==> src/rtl/updown_counter.sv <==
// Modulo-2^WIDTH up/down counter with asynchronous active-high clear.
// Steps on every rising clock edge and wraps naturally at both ends.
module updown_counter #(
  parameter int WIDTH = 3
) (
  input  logic             clk,
  input  logic             clear,
  input  logic             dir_up,
  output logic [WIDTH-1:0] count
);

  logic [WIDTH-1:0] count_q;
  logic [WIDTH-1:0] count_d;

  // Unsigned WIDTH-bit arithmetic gives the 7->0 and 0->7 wraps for free.
  always_comb begin
    count_d = count_q;
    if (dir_up) begin
      count_d = count_q + WIDTH'(1);
    end else begin
      count_d = count_q - WIDTH'(1);
    end
  end

  // NOTE: sequential state uses non-blocking assignments so every flop samples
  // pre-edge values; clear sits in the sensitivity list to act without a clock.
  always_ff @(posedge clk or posedge clear) begin
    if (clear) begin
      count_q <= '0;
    end else begin
      count_q <= count_d;
    end
  end

  assign count = count_q;

endmodule

==> config.mk <==
export PLATFORM = sky130hd
export DESIGN_NAME = updown_counter
export DESIGN_NICKNAME = d
export VERILOG_FILES = /design/src/rtl/updown_counter.sv
export SDC_FILE = /design/constraint.sdc
export NUM_CORES = 1
export LEC_CHECK = 0
export ABC_AREA = 1
export BUFFER_PORTS_ARGS = -buffer_cell sky130_fd_sc_hd__buf_2
export CAP_MARGIN = 20
export CORE_AREA = 2 2 39 41
export DETAILED_ROUTE_END_ITERATION = 10
export DIE_AREA = 0 0 41 43
export GPL_ROUTABILITY_DRIVEN = 0
export GPL_TIMING_DRIVEN = 0
export HOLD_SLACK_MARGIN = 0.15
export PLACE_DENSITY = 0.3
export SYNTH_ARGS = -nofsm -noshare
export SYNTH_HDL_FRONTEND = slang
export SYNTH_SLANG_ARGS = --single-unit
==> constraint.sdc <==
create_clock -name clk -period 1.28 [get_ports clk]
set_input_delay 0 -clock clk [delete_from_list [all_inputs] [get_ports clk]]
set_output_delay 0 -clock clk [all_outputs]
set_load 0.005 [all_outputs]
==> results.md, run 1 <==
* Status: completed
* DR iter-0 viols at 1
* Syn_area_per_cell at just over 9 um2
* DIE HEIGHT at between 40 and 50 um
* Setup crit end kind: register
* Slew margin rel. at between 90% and 100%
* Final period util at 89.4%
* WS Path Type: register to register
* Clock power frac at a little under two fifths
* Core footprint at ~1400 um2
* CTS tree: yes
* Total Die Area at ~1800 um2
* Post-route cell area at approximately 230 um2
* Final Hold Fails at 0
* Clock Skew at between 0.7 and 0.8 ps
* P_int at approximately 0.00030 W
* CTS buffer count at 3
* Fillers at 157
* Post-DP HPWL at 211 um
* Root Driver: clkbuf_4
* Register area at roughly 75 um2
* Vias/cell at around 2.8
* #FFs+latches synth at 3
* H-tree Lvls at 1
* Residual DRC at 0
* First-pass GRT wire length at between 400 and 500 um
* Bufs on Longest Clock Path at 2
* Syn Nets at 19
* Post-synth top area share at 54.5%
* Gr usage total at 5.04%
* Worst skew pair latency at approximately 230 ps
* Mapped Area at between 100 and 150 um2
* Area post-placement at about 180 um2
* Setup violators final at 0
* Gr ovfl total at 0
* Seq pwr share at between 30% and 40%
* Die Width at between 40 and 50 um
* Nets at 31
* Worst Max-Slew Pin Slew at 137 ps
* Post-Syn Instances at 15
* Post-DRT Antenna Nets at 0
* HP Class: input port to asynchronous set/reset pin
* Switching Fraction at 30.7%
* IO Port Bufs at 5
* Initial Util at 9.95%
* Yosys top cell by area: dfrtp_1
* Pre-antenna DRT Iters at 2
* Worst endpoint required time at ~1400 ps
* Most used cell, CP: nand2_1
* Net Switching at 0.000133 W
* Cell Pwr Density at approximately 1900 nW/um2
* Number of synthesized flops with an enable pin at 0
* Clk sinks at 3
* CP Launch Type: register
* Combinational fraction of design power at between 20% and 30%
* Peak Freq at 874 MHz
* CP max stage cell: dfrtp_1
* Worst-path fanout max at 2
* Area of the multi-input gates at between 40 and 50 um2
* Tmin final at 1140 ps
* Initial antenna violation count at 0
* # IOs at 6
* Share of layout cells above drive strength 1 at between 30 and 40%
* CTS clock-pin slew for the worst setup and hold paths at approximately 40 ps
* Total number of vias at about 120
* Rows at 14
* Max Cap Viol at 0
* Post-DR wirelength/cell at ~6.7 um
* Cells along the critical path: fa_2 > inv_1 > nand2_1 > nand3_1 > nand2_1
* Async SR Flop Fraction at 100%
* Area contributors post-synth: dfrtp_1 55%, fa_1 15%, inv_1 14%
* Vias in the first global route at 130
* Final WL at 283 um
* Sequential area share after synthesis at between 50 and 60%
* Area Overhead vs Synth at 68.2%
* Largest net degree at the start of global routing at 4
* Yosys cell types at 5
* Synth Flop Type: dfrtp_1
* Post-CTS Setup Repair Bufs at 0
* CP max stage delay at 390 ps
* RSZ-0062 raised after global routing: false
* VDD IR-drop max at 0.000397 V
* Pleak at 0.131 nW
* Max-slew violations at 0
* Critical path data arrival time at between 1000 and 1500 ps
* Synth warn at 0
* Max reg flops at 3
* Synth cell count leaders: 5 x inv_1, 5 x nand2_1, 3 x dfrtp_1
* Setup TNS at 0 ps
* Antenna cell count at 0
==> what timing repair did <==
action | in CTS | in global routing
hold endpoints to repair | 4 | 0
setup endpoints to repair | 0 | 1
resized for setup | 0 | 1
hold buffers | 2 | 0
==> cells by family (layout without fill, tap and decap cells) <==
kind of cell	after synthesis	in the layout	share of synthesized area, %
adder cells (fa/ha/maj)	1	1	14.5
AND/OR/NAND/NOR	6	6	17.3
buffers and inverters	5	16	13.6
flip-flops	3	3	54.5
==> power by group through the flow <==
stage	combinational (W)	sequential (W)	clock, W
6_report	0.000114	0.000155	0.000165
3_5_place_dp	0.000111	0.000153	0
5_1_grt	0.000139	0.000163	0.000187
3_3_place_gp	0.000104	0.000151	0
2_1_floorplan	0.0000593	0.000153	0
4_1_cts	0.000116	0.000152	0.000178
==> worst paths after layout <==
check                           startpoint  endpoint  slack [ps]  cells after the start
worst max-delay path              count[1]  count[2]         140                      5
worst min-delay path                 clear  count[2]         180                      3
worst max register to register    count[1]  count[2]         140                      5
worst min register to register    count[0]  count[0]         490                      1
max in group asynchronous            clear  count[1]         970                      3
min in group clk                  count[0]  count[0]         490                      1
==> final cells by class <==
type                       instances  area share (%)
sequential                         3            32.4
tap                               16            8.65
timing repair buffer               7            19.5
clock buffer                       4            11.4
multi-input combinational          7            20.0
inverter                           5            8.11
==> layer usage <==
layer  vias to the layer above  GRT usage (%)  routed length (um)
met5                         -              0                   0
met4                         0           8.00                   0
met3                         0           4.71                  47
met2                         6           5.31                 117
met1                        48           3.90                 118
li1                         63              -                   -
==> cell usage in the layout, fill, tap and decap left out, drive strengths merged <==
cell type	instances
fa	1
clkbuf	4
inv	5
nand2	5
dlygate4sd3	2
dfrtp	3
buf	5
nand3	1
==> metrics by stage <==
stage               utilization (%)  setup WS (ps)  hold slack (ps)  instances  power, W
floorplan                         -            139             -246         15  0.000212
global placement               13.2            125             -135         36  0.000255
detailed placement             13.2            101             -130         36  0.000263
CTS                            16.5           36.9              177         42  0.000445
global route                   16.7           54.9              187         42  0.000490
finish                         16.7            136              180         42  0.000434
==> critical path, delay by kind of cell (launching register included) <==
kind / cells / cell delay, ps
DFF: 1 / 390
adders and majority gates: 1 / 390
and+or+nand+nor: 3 / 190
buffers and inverters: 1 / 60
(Power assumes the default switching activity.)
==> run 2, diff against run 1 <==
--- a/config.mk
+++ b/config.mk
@@ -5,7 +5,7 @@
 export SDC_FILE = /design/constraint.sdc
 export NUM_CORES = 1
 export LEC_CHECK = 0
-export ABC_AREA = 1
+export ABC_AREA = 0
 export BUFFER_PORTS_ARGS = -buffer_cell sky130_fd_sc_hd__buf_2
 export CAP_MARGIN = 20
 export CORE_AREA = 2 2 39 41
==> results.md, run 2 <==
* Gr ovfl total at 0 (unchanged)
* HP Class: input port to asynchronous set/reset pin (unchanged)
* Clock Skew at 3.16 ps (was 0.760 ps)
* Final period util at 91.5% (was 89.4%)
* Pre-CTS setup slack at 172 ps (was 101 ps)
* Initial antenna violation count at 0 (unchanged)
* CTS tree: yes (unchanged)
* Yosys top cell by area: dfrtp_1 (unchanged)
* Die Width at 41 um (unchanged)
* Cells along the critical path: dlygate4sd3_1 > buf_2 > inv_1 > fa_1 > xnor3_1 (was fa_2 > inv_1 > nand2_1 > nand3_1 > nand2_1)
* CTS buffer count at 3 (unchanged)
* Core footprint at 1380 um2 (unchanged)
* Crit path buffers/inverters at 3 (was 1)
* Most common cell after layout, fill and taps aside: buf_2
* CP Launch Type: input port (was register)
* First-pass GRT wire length at 358 um (was 476 um)
* Total number of vias at 86 (was 117)
* Syn_area_per_cell at 16.1 um2 (was 9.18 um2)
* Post-CTS Setup Repair Bufs at 0 (unchanged)
* Antenna cell count at 0 (unchanged)
* #FFs+latches synth at 3 (unchanged)
* Bufs on Longest Clock Path at 2 (unchanged)
* Post-DR wirelength/cell at 6.63 um (was 6.74 um)
* DIE HEIGHT at 43 um (unchanged)
* Root Driver: clkbuf_4 (unchanged)
* Area Overhead vs Synth at 70.9% (was 68.2%)
* Hold slack at 176 ps (was 180 ps)
* Vias/cell at 2.46 (was 2.79)
* Nets at 24 (was 31)
* Setup violators final at 0 (unchanged)
* Levels on crit path at 5 (unchanged)
* Non-filler cells, final at 35 (was 42)
* Post-route cell area at 220 um2 (was 231 um2)
* Mapped Area at 129 um2 (was 138 um2)
* Reg2reg setup slack at 180 ps (was 140 ps)
* Pre-antenna DRT Iters at 1 (was 2)
* Gr usage total at 4.14% (was 5.04%)
* # IOs at 6 (unchanged)
* Synth Flop Type: dfrtp_1 (unchanged)
* Post-synth top area share at 58.3% (was 54.5%)
* Final Hold Fails at 0 (unchanged)
* Total Die Area at 1760 um2 (unchanged)
* Synth warn at 0 (unchanged)
* Worst-path fanout max at 2 (unchanged)
* Number of synthesized flops with an enable pin at 0 (unchanged)
* Status: completed (unchanged)
* Syn Nets at 12 (was 19)
* DR iter-0 viols at 0 (was 1)
* Vias in the first global route at 101 (was 130)
* Critical path data arrival time at 1280 ps (was 1260 ps)
* RSZ-0062 raised after global routing: false (unchanged)
* Max Cap Viol at 0 (unchanged)
* Final WL at 232 um (was 283 um)
* Async SR Flop Fraction at 100% (unchanged)
* CTS clock-pin slew for the worst setup and hold paths at 40 ps (about the same)
* Setup crit end kind: register (unchanged)
* Delay-heaviest family, CP: buffers and inverters (was flip-flops)
* Placed Cells incl. Taps at 29 (was 36)
* Most frequent cells in the layout: 5 x buf_2, 3 x inv_1, 3 x clkbuf_4, 3 x dfrtp_1, 2 x dlygate4sd3_1 (was 5 x inv_1, 5 x nand2_1, 5 x buf_2)
* Cells on worst reg2reg path at 2 (was 5)
* Initial Util at 9.31% (was 9.95%)
* Post-Syn Instances at 8 (was 15)
* Cell Pwr Density at 1920 nW/um2 (was 1880 nW/um2)
* CP max stage cell: dlygate4sd3_1 (was dfrtp_1)
* Sequential area share after synthesis at 58.3% (was 54.5%)
* CP max stage delay at 520 ps (was 390 ps)
* VDD IR-drop max at 0.000322 V (was 0.000397 V)
* Setup TNS at 0 ps (unchanged)
* Worst setup margin at 109 ps (was 136 ps)
* Share of layout cells above drive strength 1 at 42.1% (was 34.6%)
* Clk sinks at 3 (unchanged)
* Tmin final at 1170 ps (was 1140 ps)
* Area post-placement at 174 um2 (was 183 um2)
* Worst endpoint required time at 1390 ps (was 1400 ps)
* Slew margin rel. at 92.5% (was 90.9%)
* Max-slew violations at 0 (unchanged)
* Peak Freq at 854 MHz (was 874 MHz)
* Worst skew pair latency at 230 ps (about the same)
* Pleak at 0.117 nW (was 0.131 nW)
* Post-DRT Antenna Nets at 0 (unchanged)
* Largest net degree at the start of global routing at 4 (unchanged)
* Worst Max-Slew Pin Slew at 113 ps (was 137 ps)
* Synth cell count leaders: 3 x dfrtp_1, 3 x inv_1, 1 x fa_1, 1 x xnor3_1 (was 5 x inv_1, 5 x nand2_1, 3 x dfrtp_1)
* Residual DRC at 0 (unchanged)
* Max reg flops at 3 (unchanged)
* Yosys cell types at 4 (was 5)
* Area contributors post-synth: dfrtp_1 58%, xnor3_1 17%, fa_1 16% (was dfrtp_1 55%, fa_1 15%, inv_1 14%)
* H-tree Lvls at 1 (unchanged)
* Rows at 14 (unchanged)
* WS Path Type: input port to register (was register to register)
* IO Port Bufs at 5 (unchanged)
[run 2: changes by cell type after synthesis]
cell and change:
inv_1 -2, nand2_1 -5, nand3_1 -1, xnor3_1 +1
[run 2: cell type report]
cell class	count	area, um2
clock buffer	4	26.3
fill	150	1160
inverter	3	11.3
multi-input combinational	2	42.5
sequential	3	75.1
tap	16	20.0
timing repair buffer	7	45.0
[run 2: worst register-to-register path, stage by stage, from the launching register on]
cell,delay [ps]
dfrtp_1,390
fa_1,400
xnor3_1,180
[run 2: per-layer routing]
layer | part of all wire [%] | global-route usage [%] | routed length (um)
met2 | 43 | 4.06 | 99
met3 | 19 | 3.14 | 44
met4 | 0 | 8.00 | 0
met5 | 0 | 0 | 0
met1 | 38 | 3.28 | 88
[run 2: what timing repair did]
item | CTS | global route
hold buffers | 2 | 0
gates resized for setup | 0 | 0
hold endpoints to repair | 5 | 0
[run 2: stage by stage]
| stage | total power (W) | util, % |
|---|---|---|
| after floorplan | 0.000212 | - |
| after global placement | 0.000258 | 12.6 |
| after detailed placement | 0.000260 | 12.6 |
| after CTS | 0.000439 | 15.9 |
| after global routing | 0.000463 | 15.9 |
| final | 0.000423 | 15.9 |
[run 2: power breakdown]
| group | internal (W) | switching (W) |
|---|---|---|
| logic | 0.0000735 | 0.0000330 |
| clock network | 0.000117 | 0.0000482 |
| registers | 0.000129 | 0.0000227 |
[run 2: kinds of logic (layout without fill, tap and decap cells)]
kind of cell,Yosys count,count (layout),share of synthesized area [%]
XOR/XNOR,1,1,17.5
adder cells (fa/ha/maj),1,1,15.5
buffers and inverters,3,14,8.74
flip-flops,3,3,58.3
[run 2: final timing paths]
kind,to,from
max,count[2],dir_up
min,count[2],clear
max reg2reg,count[2],count[0]
min reg2reg,count[0],count[0]
max in group asynchronous,count[0],clear
min in group clk,count[0],count[0]
